===== src/rtl/z4_cba_pkg.sv =====
// Shared constants and the result payload type for the 4-bit carry-bypass adder.
package z4_cba_pkg;

  localparam int unsigned CBA_W = 4;

  typedef struct packed {
    logic             c_out;
    logic [CBA_W-1:0] sum;
  } cba_res_t;

endpackage


===== src/rtl/z4_cba_fa.sv =====
// 1-bit full adder exposing its propagate/generate terms for the skip logic.
module z_fa (
  input  logic a,
  input  logic b,
  input  logic cin,
  output logic s,
  output logic cout,
  output logic p,
  output logic g
);

  assign p    = a ^ b;
  assign g    = a & b;
  assign s    = p ^ cin;
  assign cout = g | (p & cin);

endmodule


===== src/rtl/z4_cba.sv =====
// 4-bit carry-bypass adder: ripple chain plus a group-propagate skip mux,
// with a registered 5-bit result.
module z4_cba
  import z4_cba_pkg::*;
(
  input  logic             clk,
  input  logic             rst,
  input  logic [CBA_W-1:0] a,
  input  logic [CBA_W-1:0] b,
  input  logic             c_in,
  output logic [CBA_W-1:0] sum,
  output logic             c_out
);

  logic [CBA_W:0]   carry;
  logic [CBA_W-1:0] p;
  logic [CBA_W-1:0] g;
  logic [CBA_W-1:0] s;
  logic             group_p;
  logic             bypass;
  logic             unused_g;
  cba_res_t         res_next;
  cba_res_t         res_q;

  assign carry[0] = c_in;

  // Ripple interconnect across the four full-adder cells.
  for (genvar i = 0; i < int'(CBA_W); i++) begin : g_fa
    z_fa u_fa (
      .a    (a[i]),
      .b    (b[i]),
      .cin  (carry[i]),
      .s    (s[i]),
      .cout (carry[i+1]),
      .p    (p[i]),
      .g    (g[i])
    );
  end

  // Generate terms are already folded into each cell's carry-out.
  assign unused_g = ^g;

  // Skip path: when every bit propagates, c_in goes straight to the register.
  assign group_p = &p;
  assign bypass  = group_p ? c_in : carry[CBA_W];

  always_comb begin
    res_next       = '0;
    res_next.c_out = bypass;
    res_next.sum   = s;
  end

  always_ff @(posedge clk) begin
    if (rst) begin
      res_q <= '0;
    end else begin
      res_q <= res_next;
    end
  end

  assign sum   = res_q.sum;
  assign c_out = res_q.c_out;

endmodule


===== config.mk =====
export PLATFORM = sky130hd
export DESIGN_NAME = z4_cba
export DESIGN_NICKNAME = d
export VERILOG_FILES = /design/src/rtl/z4_cba_pkg.sv /design/src/rtl/z4_cba_fa.sv /design/src/rtl/z4_cba.sv
export SDC_FILE = /design/constraint.sdc
export NUM_CORES = 1
export LEC_CHECK = 0
export ABC_CLOCK_PERIOD_IN_PS = 2800
export CELL_PAD_IN_SITES_DETAIL_PLACEMENT = 0
export CELL_PAD_IN_SITES_GLOBAL_PLACEMENT = 2
export CORE_MARGIN = 2
export CORE_UTILIZATION = 22
export CTS_BUF_LIST = sky130_fd_sc_hd__clkbuf_16
export CTS_CLUSTER_SIZE = 20
export DETAILED_ROUTE_END_ITERATION = 16
export GPL_TIMING_DRIVEN = 1
export PLACE_DENSITY = 0.83
export SLEW_MARGIN = 40
export SYNTH_ARGS = -nofsm -noshare
export SYNTH_HDL_FRONTEND = slang
export SYNTH_SLANG_ARGS = --single-unit

===== constraint.sdc =====
create_clock -name clk -period 2.8 [get_ports clk]
set_clock_uncertainty 0.1 [all_clocks]
set_input_delay 0.28 -clock clk [delete_from_list [all_inputs] [get_ports clk]]
set_output_delay 0.28 -clock clk [all_outputs]
set_load 0.02 [all_outputs]

Word-level counts from Yosys, hierarchy flattened
Cells that the tools add are included.
{"block": "totals", "word_cells": 24, "register_bits": 5, "output_inout_bits": 5}
{"block": "classes", "n_mux": 1, "n_reduce_logical": 1, "bitwise": 20}
{"operator": "bitwise AND 1 bit", "n": 8}
{"operator": "XOR 1 bit", "n": 8}
{"operator": "bitwise OR 1 bit", "n": 4}
{"operator": "AND reduction 4 bit", "n": 1}
{"operator": "two-way mux 1 bit", "n": 1}

Logic depth before layout (Yosys ltp)
Gate-level depths: netlist of the first run.
{"block": "depth", "word_depth": 10, "mapped_depth": 9, "depth_no_buf": 9}

By module
Synthesis of the first run repeated with hierarchy kept, for this count alone.
{"block": "hier_totals", "hier_cells": 21, "area_unflattened_um2": 286.5}
{"module": "z4_cba", "cells_per_inst": 13, "area_each_um2": 156.4, "n_inst": 1, "seq_area_each_um2": 100.1}
{"module": "z_fa", "cells_per_inst": 2, "area_each_um2": 32.5, "n_inst": 4, "seq_area_each_um2": 0.0}

Least setup slack after synthesis of the first run
OpenSTA, ideal clock, no wires.
{"block": "synth_timing", "path_type": "input port to flip-flop", "start": "input a[0]", "end": "register res_q (netlist bit sum[3])", "setup_time_ns": 0.064, "path_buffers": 0, "stages": 8, "t_arrival_ns": 1.813, "setup_slack_ns": 0.823, "path_cell_list": "inv_1 > fa_1 > inv_1 > fa_1 > fa_1 > inv_1 > fa_1 > nor2_1"}
{"block": "synth_via", "elab_chain_cells": 8, "word_cells_on_any_way": 9, "cone_classes": "bitwise: 9"}
{"element": "start, declared", "line": "z4_cba.sv:8", "source": "input logic [CBA_W-1:0] a,"}
{"element": "XOR 1 bit", "line": "z4_cba_fa.sv:12", "source": "assign p = a ^ b;"}
{"element": "bitwise AND 1 bit", "line": "z4_cba_fa.sv:15", "source": "assign cout = g | (p & cin);"}
{"element": "bitwise OR 1 bit *", "line": "z4_cba_fa.sv:15"}
{"element": "bitwise AND 1 bit *", "line": "z4_cba_fa.sv:15"}
{"element": "bitwise OR 1 bit *", "line": "z4_cba_fa.sv:15"}
{"element": "bitwise AND 1 bit *", "line": "z4_cba_fa.sv:15"}
{"element": "bitwise OR 1 bit *", "line": "z4_cba_fa.sv:15"}
{"element": "XOR 1 bit *", "line": "z4_cba_fa.sv:14", "source": "assign s = p ^ cin;"}
{"element": "end signal, assigned", "line": "z4_cba.sv:57", "source": "res_q <= res_next;"}
{"element": "end, declared", "line": "z4_cba.sv:23", "source": "cba_res_t res_q;"}
Mark *: on every way between the ends. The rest lies on a longest branch, timed or not.
A chain may end at the register's enable or synchronous reset.

Final worst setup path of the first run
Ends and elaborated chain as after synthesis.

==> results of run 1 <==
## area by class of cell
cell class              count  area (µm²)  area share [%]
multi-input cells          16         186            33.3
repair buffers             15         150            26.8
flip-flops and latches      5         100            17.9
clock buffers               3        75.1            13.4
inverters                   7        26.3            4.69
well taps                  15        18.8            3.35
clock inverters             1        3.75           0.670
## cells in the final DEF (no fill, tap or decap)
cell type	count
clkdlybuf4s50_1	15
inv_1	8
dfxtp_1	5
fa_1	4
ha_1	4
nor2_1	3
clkbuf_16	3
and2b_2	2
nor2b_1	1
nand4_1	1
mux2_4	1
## layer usage
layer	share of wire, %	GRT usage [%]	wire [µm]
met5	0	0	0
met3	5.1	2.61	24
met1	45	8.02	213
met4	0	5.81	0
met2	49	10.9	232
## state kept, by name (all words and copies together), names as in the netlist
register and count:
sum 4, c_out 1
## worst paths after layout
check             startpoint      to  slack (ns)  depth (start not counted)
setup / recovery        a[0]  sum[3]        0.52                          9
hold / removal           rst  sum[3]        0.59                          2
## power breakdown
| group | internal [mW] | total, mW | switching (mW) | leakage, nW |
|---|---|---|---|---|
| registers | 0.0801 | 0.0817 | 0.00167 | 0.0417 |
| clock network | 0.184 | 0.226 | 0.0417 | 0.0423 |
| logic | 0.0392 | 0.0682 | 0.0290 | 0.183 |
## logic make-up (layout without fill, tap and decap cells)
group	count (synthesis)	after routing	synth area share, %
flops	5	5	32.0
buf+inv	7	26	8.40
simple gates	7	7	13.2
mux	1	1	4.80
fa+ha+maj	8	8	41.6
## through the flow
stage	hold WS (ns)	utilization [%]	power [mW]	setup slack, ns	area (µm²)
final	0.587	42.5	0.376	0.517	561
after global routing	0.636	42.5	0.394	0.376	561
after CTS	0.603	42.5	0.381	0.501	561
after detailed placement	0.826	36.6	0.152	0.271	482
after global placement	0.832	36.6	0.153	0.274	482
after floorplan	0.247	-	0.115	0.823	313
==> results.cfg, run 1 <==
[logic_synthesis]
yosys_warnings = 0
synth_cells = 28
synth_area_um2 = 313
syn_nets = 47
ys_top_cells_by_area = dfxtp_1 (32%), fa_1 (26%), ha_1 (16%), inv_1 (8.4%), and2b_2 (5.6%)
ys_ff_latch = 5
synth_most_common_cell = inv_1
synth_edf_count = 0
ys_seq_area_share_pct = 32.0
synth_top_cell_by_area = dfxtp_1
ys.flop_type = dfxtp_1
yosysUniqueCellTypes = 9
yosysTopAreaCellShare_pct = 32.0
synthArstFlopShare_pct = 0
synth.avg_cell_area_um2 = 11.2
synth_common_cells = inv_1 (7), dfxtp_1 (5), fa_1 (4), ha_1 (4), nor2_1 (3)

[route]
wl_per_cell_um = 7.56
detail-route-antenna-nets = 0
firstDrtPassIters = 1
drt-initial-drc-count = 0
totalWireLength_um = 469
vias_per_cell = 3.63
num_vias = 225
drc = 0

[clocking]
cts_setup_buffers = 0
hold_buffers = 0
ctsResizeCount = 0
clock-sinks = 5
clk_path_buf_depth = 2
cts-root-buf = clkbuf_16
cts-buffers-inserted = 3
htreeDepth = 1
path_clk_slew_ns = 0.03
cts_tree = yes

[outcome]
outcome = complete, no violations

[timing]
finalSetupViolCount = 0
max_freq_ghz = 0.438
setup-tns-final_ns = 0
fin_crit_sh_pct = 81.6
hold_violations = 0
maxSlewViolCount = 0
rsz0062_at_grt = no
slew_headroom_pct = 85.9
fin_crit_ns = 2.28
worst-slew-pin-transition_ns = 0.211

[critical_path]
worstSetupEndpointType = flop
cp_cell_sequence = clkdlybuf4s50_1 > inv_1 > fa_1 > inv_1 > fa_1 > fa_1 > inv_1 > fa_1 > nor2_1
criticalPathCategory = primary input to flop
cp-start-kind = primary input
cp_top_family = adder cells
required_ns = 2.86
cp.arrival_ns = 2.34
cp_slowest_cell = clkdlybuf4s50_1
crit_top_cell = fa_1
cp_num_buf_inv = 4
cpPeakStageDelay_ns = 0.42
worst-path-max-fanout = 2

[global_route]
overflow = 0
track_usage_pct = 7.21
grt_pass1_vias = 250
grt_pass1_wl_um = 931
antenna_found_initial = 0
grt_max_degree = 7

[die]
coreArea_um2 = 1320
rows = 13
io_pins = 16
die_h_um = 41.7
initial_core_util_pct = 23.7
die_w_um = 41.7
die-area_um2 = 1740

[place]
dp_cells = 58
routabilityCongestion = 0.653
dp_hpwl_um = 421
port_buffers = 15

[run]
cap_violations = 0

[layout]
antennaDiodeCount = 0
areaGrowthSynthToFinish_pct = 79.2
final_net_count = 67
fill_cells = 124
drive_gt1_share_pct = 12.8
final_cells = 62

[power]
power_density_nw_per_um2 = 671
vdd_ir_drop_max_v = 0.000235
leakage_nw = 0.267

[min_path]
min_path_type = primary input to flop
Note: power is estimated with default switching activity, not from simulation.
==> inputs of run 2 (changes only) <==
ABC_CLOCK_PERIOD_IN_PS = 1900   (was 2800)
CORE_UTILIZATION = 19   (was 22)
PLACE_DENSITY = 0.77   (was 0.83)
clock period = 1.9 ns   (was 2.8 ns; I/O delays follow)
==> run 2 against run 1 <==
Critical path depth did not move. Sequential power grew 47%. Largest power group unchanged. Routed wire length is 8.3% higher. Critical path type unchanged. Design area grew 5.6%. Non-clock buffer count is 5 higher. Power grew 50%. Clock-buffer cell count is the same. Setup slack worse by 0.45 ns. First-iteration DRC count unchanged. Global-route usage shrank 0.77 points. Critical endpoint unchanged. Hold slack got worse by 0.30 ns. Largest cell class unchanged.
==> results.cfg, run 2 (synthesized netlist as in run 1, its figures left out) <==
[clocking]
hold_buffers = 0
path_clk_slew_ns = 0.03
cts-buffers-inserted = 3
cts-root-buf = clkbuf_16
clock-sinks = 5
cts_tree = yes
clk_path_buf_depth = 2
htreeDepth = 1

[route]
routed.top_layer = met3
firstDrtPassIters = 1
wl_per_cell_um = 7.47
vias_per_cell = 3.60
drc = 0
totalWireLength_um = 508
num_vias = 245
route.met2.wl_um = 291
wl_met1_um = 183
detail-route-antenna-nets = 0
drt-initial-drc-count = 0
met3_length_um = 33

[timing]
setup_ws_ns = 0.0711
rsz0062_at_grt = no
fin_crit_ns = 1.83
finalSetupViolCount = 0
max_freq_ghz = 0.547
hold_violations = 0
fin_crit_sh_pct = 96.3
maxSlewViolCount = 0
setup-tns-final_ns = 0
fin_hold_ws_ns = 0.286
worst-slew-pin-transition_ns = 0.209
slew_headroom_pct = 86.0

[global_route]
grt_pass1_vias = 232
antenna_found_initial = 0
grt_pass1_wl_um = 862
grt_max_degree = 7
overflow = 0
track_usage_pct = 6.44

[layout]
final_cells = 68
antennaDiodeCount = 0
layout_commonest_cell = clkdlybuf4s50_1
mostFrequentLayoutCells = clkdlybuf4s50_1 (10), inv_2 (5), dfxtp_1 (5), buf_4 (5)
final_net_count = 72
drive_gt1_share_pct = 44.2
final_core_util_pct = 38.8
largest_register_ffs = 4
areaGrowthSynthToFinish_pct = 89.2

[critical_path]
cp-start-kind = primary input
criticalPathCategory = primary input to flop
worst-path-max-fanout = 2
required_ns = 1.96
cp.arrival_ns = 1.89
worstSetupEndpointType = flop
crit_start = c_in

[power]
vdd_ir_drop_max_v = 0.000342
switching_power_uw = 113
combPwrFrac_pct = 19.1
power_density_nw_per_um2 = 954
leakage_nw = 0.285
internal_power_uw = 451
clkPwrFrac_pct = 59.6
p_sw_share_pct = 20.1
pwr-share-seq_pct = 21.3

[place]
pre_cts_slack_ns = -0.520
routabilityCongestion = 0.585
dp_cells = 64
port_buffers = 15

[die]
rows = 14
initial_core_util_pct = 20.5
die-area_um2 = 1990
die_w_um = 44.6
die_h_um = 44.6
coreArea_um2 = 1520
io_pins = 16

[run]
cap_violations = 0

[min_path]
min_path_type = primary input to flop
worstHoldStart = a[0]

[outcome]
outcome = complete, no violations
==> run 2: cell types whose count changed in the layout (fill, tap and decap cells not counted), sizes merged <==
cell,previous run,this run
buf,0,8
clkdlybuf4s50,15,10
dlygate4sd2,0,2
==> run 2: power by group through the flow <==
stage | clock (mW) | sequential [mW] | combinational [mW]
6_report | 0.336 | 0.120 | 0.108
5_1_grt | 0.351 | 0.121 | 0.120
4_1_cts | 0.344 | 0.121 | 0.110
3_5_place_dp | 0 | 0.122 | 0.110
3_3_place_gp | 0 | 0.122 | 0.110
2_1_floorplan | 0 | 0.138 | 0.0304
==> run 2: timing repair <==
item                                    CTS  global route
endpoints found under the setup margin    3             0
buffers inserted                          0             0
resized for setup                        23             0
==> run 2: final timing paths <==
kind                  depth (start not counted)  slack [ns]  endpoint
worst max-delay path                          9        0.07    sum[3]
worst min-delay path                          4        0.29    sum[0]
==> run 2: area by class of cell <==
type | count | area (µm²)
Clock inverter | 1 | 3.75
Fill cell | 152 | 932
Sequential cell | 5 | 100
Clock buffer | 3 | 75.1
Timing Repair Buffer | 20 | 170
Inverter | 7 | 26.3
Tap cell | 16 | 20.0
Multi-Input combinational cell | 16 | 196
==> run 2: worst max-delay path: stages <==
cell	delay, ns
buf_2	0.11
inv_2	0.05
fa_2	0.19
inv_2	0.04
fa_2	0.36
fa_2	0.36
inv_2	0.06
fa_2	0.42
nor2_1	0.10
==> run 2: stage by stage <==
stage,power (mW),cell area (µm²)
5_1_grt,0.593,592
6_report,0.564,592
2_1_floorplan,0.169,313
3_3_place_gp,0.232,520
3_5_place_dp,0.232,520
4_1_cts,0.574,592
==> run 2: metal layers <==
| layer | global-route usage [%] | vias up |
|---|---|---|
| met1 | 5.19 | 111 |
| met4 | 7.27 | 0 |
| met2 | 10.7 | 7 |
| met3 | 2.86 | 0 |
| li1 | - | 127 |
| met5 | 0 | - |
==> inputs of run 3 (changes only) <==
CORE_MARGIN = not set   (was 2)
CTS_CLUSTER_SIZE = 12   (was 20)
==> run 3 against run 2 <==
Via count is 1.2% lower. Design area is 1.9% lower. Flip-flop and latch count stayed put. Clock power hardly changed. Utilization is 0.74 points lower. Setup slack better by 0.047 ns. Critical path depth stayed put. Sequential power hardly changed. Highest routed layer is now met4. Final cell count is 2.9% lower.
==> results.cfg, run 3 (synthesized netlist as in run 1, its figures left out) <==
[die]
die-area_um2 = 1810
die_w_um = 42.6
initial_core_util_pct = 20.5
rows = 14
die_h_um = 42.6
io_pins = 16
coreArea_um2 = 1520

[layout]
final_net_count = 70
mostFrequentLayoutCells = clkdlybuf4s50_1 (10), inv_2 (5), dfxtp_1 (5), fa_2 (4), ha_1 (4)
final_cells = 66
areaGrowthSynthToFinish_pct = 85.6
drive_gt1_share_pct = 42.0
final_core_util_pct = 38.1
largest_register_ffs = 4
layout_commonest_cell = clkdlybuf4s50_1
fin_area_um2 = 581
antennaDiodeCount = 0

[timing]
fin_crit_sh_pct = 93.8
maxSlewViolCount = 0
finalSetupViolCount = 0
rsz0062_at_grt = no
worst-slew-pin-transition_ns = 0.211
hold_violations = 0
fin_crit_ns = 1.78
max_freq_ghz = 0.561
setup-tns-final_ns = 0
fin_hold_ws_ns = 0.288
slew_headroom_pct = 85.9
setup_ws_ns = 0.118

[place]
pre_cts_slack_ns = -0.528
dp_cells = 62
port_buffers = 15
place_area_um2 = 505
routabilityCongestion = 0.598

[clocking]
hold_buffers = 0
clk_path_buf_depth = 2
cts_tree = yes
htreeDepth = 1
clock-sinks = 5
path_clk_slew_ns = 0.03
cts-root-buf = clkbuf_16
cts-buffers-inserted = 3
cts_setup_buffers = 0

[route]
wl_per_cell_um = 7.94
firstDrtPassIters = 3
drt-initial-drc-count = 3
detail-route-antenna-nets = 0
drc = 0
totalWireLength_um = 524
vias_per_cell = 3.67
num_vias = 242

[power]
leakage_nw = 0.283
p_total_uw = 561
vdd_ir_drop_max_v = 0.000333
power_density_nw_per_um2 = 967

[outcome]
outcome = complete, no violations

[critical_path]
crit_start = c_in
criticalPathCategory = primary input to flop
setup.worst_path.end = sum[3]
worst-path-max-fanout = 2
cp-start-kind = primary input
cp.arrival_ns = 1.84
required_ns = 1.96
worstSetupEndpointType = flop

[run]
cap_violations = 0

[global_route]
overflow = 0
track_usage_pct = 7.73
antenna_found_initial = 0
grt_pass1_wl_um = 924
grt_pass1_vias = 253
grt_max_degree = 7

[min_path]
min_path_type = primary input to flop
run 3: worst min path at each step:
| stage | depth (start not counted) | slack [ns] | end | startpoint |
|---|---|---|---|---|
| global placement | 2 | 0.75 | sum[0] | rst |
| floorplan | 1 | 0.16 | sum[0] | rst |
| finish | 4 | 0.29 | sum[0] | b[0] |
| global route | 4 | 0.32 | sum[0] | b[0] |
| CTS | 4 | 0.29 | sum[0] | b[0] |
| detailed placement | 2 | 0.75 | sum[0] | rst |
run 3: layer usage:
layer | up-vias | wire length, µm | GRT usage, %
met5 | - | 0 | 0
met4 | 0 | 9 | 11.3
met3 | 2 | 26 | 2.59
met2 | 7 | 297 | 12.3
met1 | 110 | 190 | 6.07
li1 | 123 | - | -
run 3: layout make-up:
type	instances	area [µm²]
fillers	153	943
multi-input cells	16	196
repair buffers	18	159
flip-flops and latches	5	100
clock buffers	3	75.1
inverters	7	26.3
well taps	16	20.0
clock inverters	1	3.75
run 3: worst max-delay path, stage by stage:
cell and delay (ns):
buf_2 0.11, inv_2 0.05, fa_2 0.19, inv_2 0.04, fa_2 0.33, fa_2 0.34, inv_2 0.07, fa_2 0.42
nor2_1 0.10
run 3: where the power goes:
part | switching [mW] | internal [mW]
clock network | 0.0637 | 0.272
logic | 0.0463 | 0.0589
registers | 0.00244 | 0.118
run 3: what timing repair did:
item | CTS | global route
resized for setup | 21 | 2
pin swaps | 4 | 5
endpoints found under the setup margin | 3 | 2
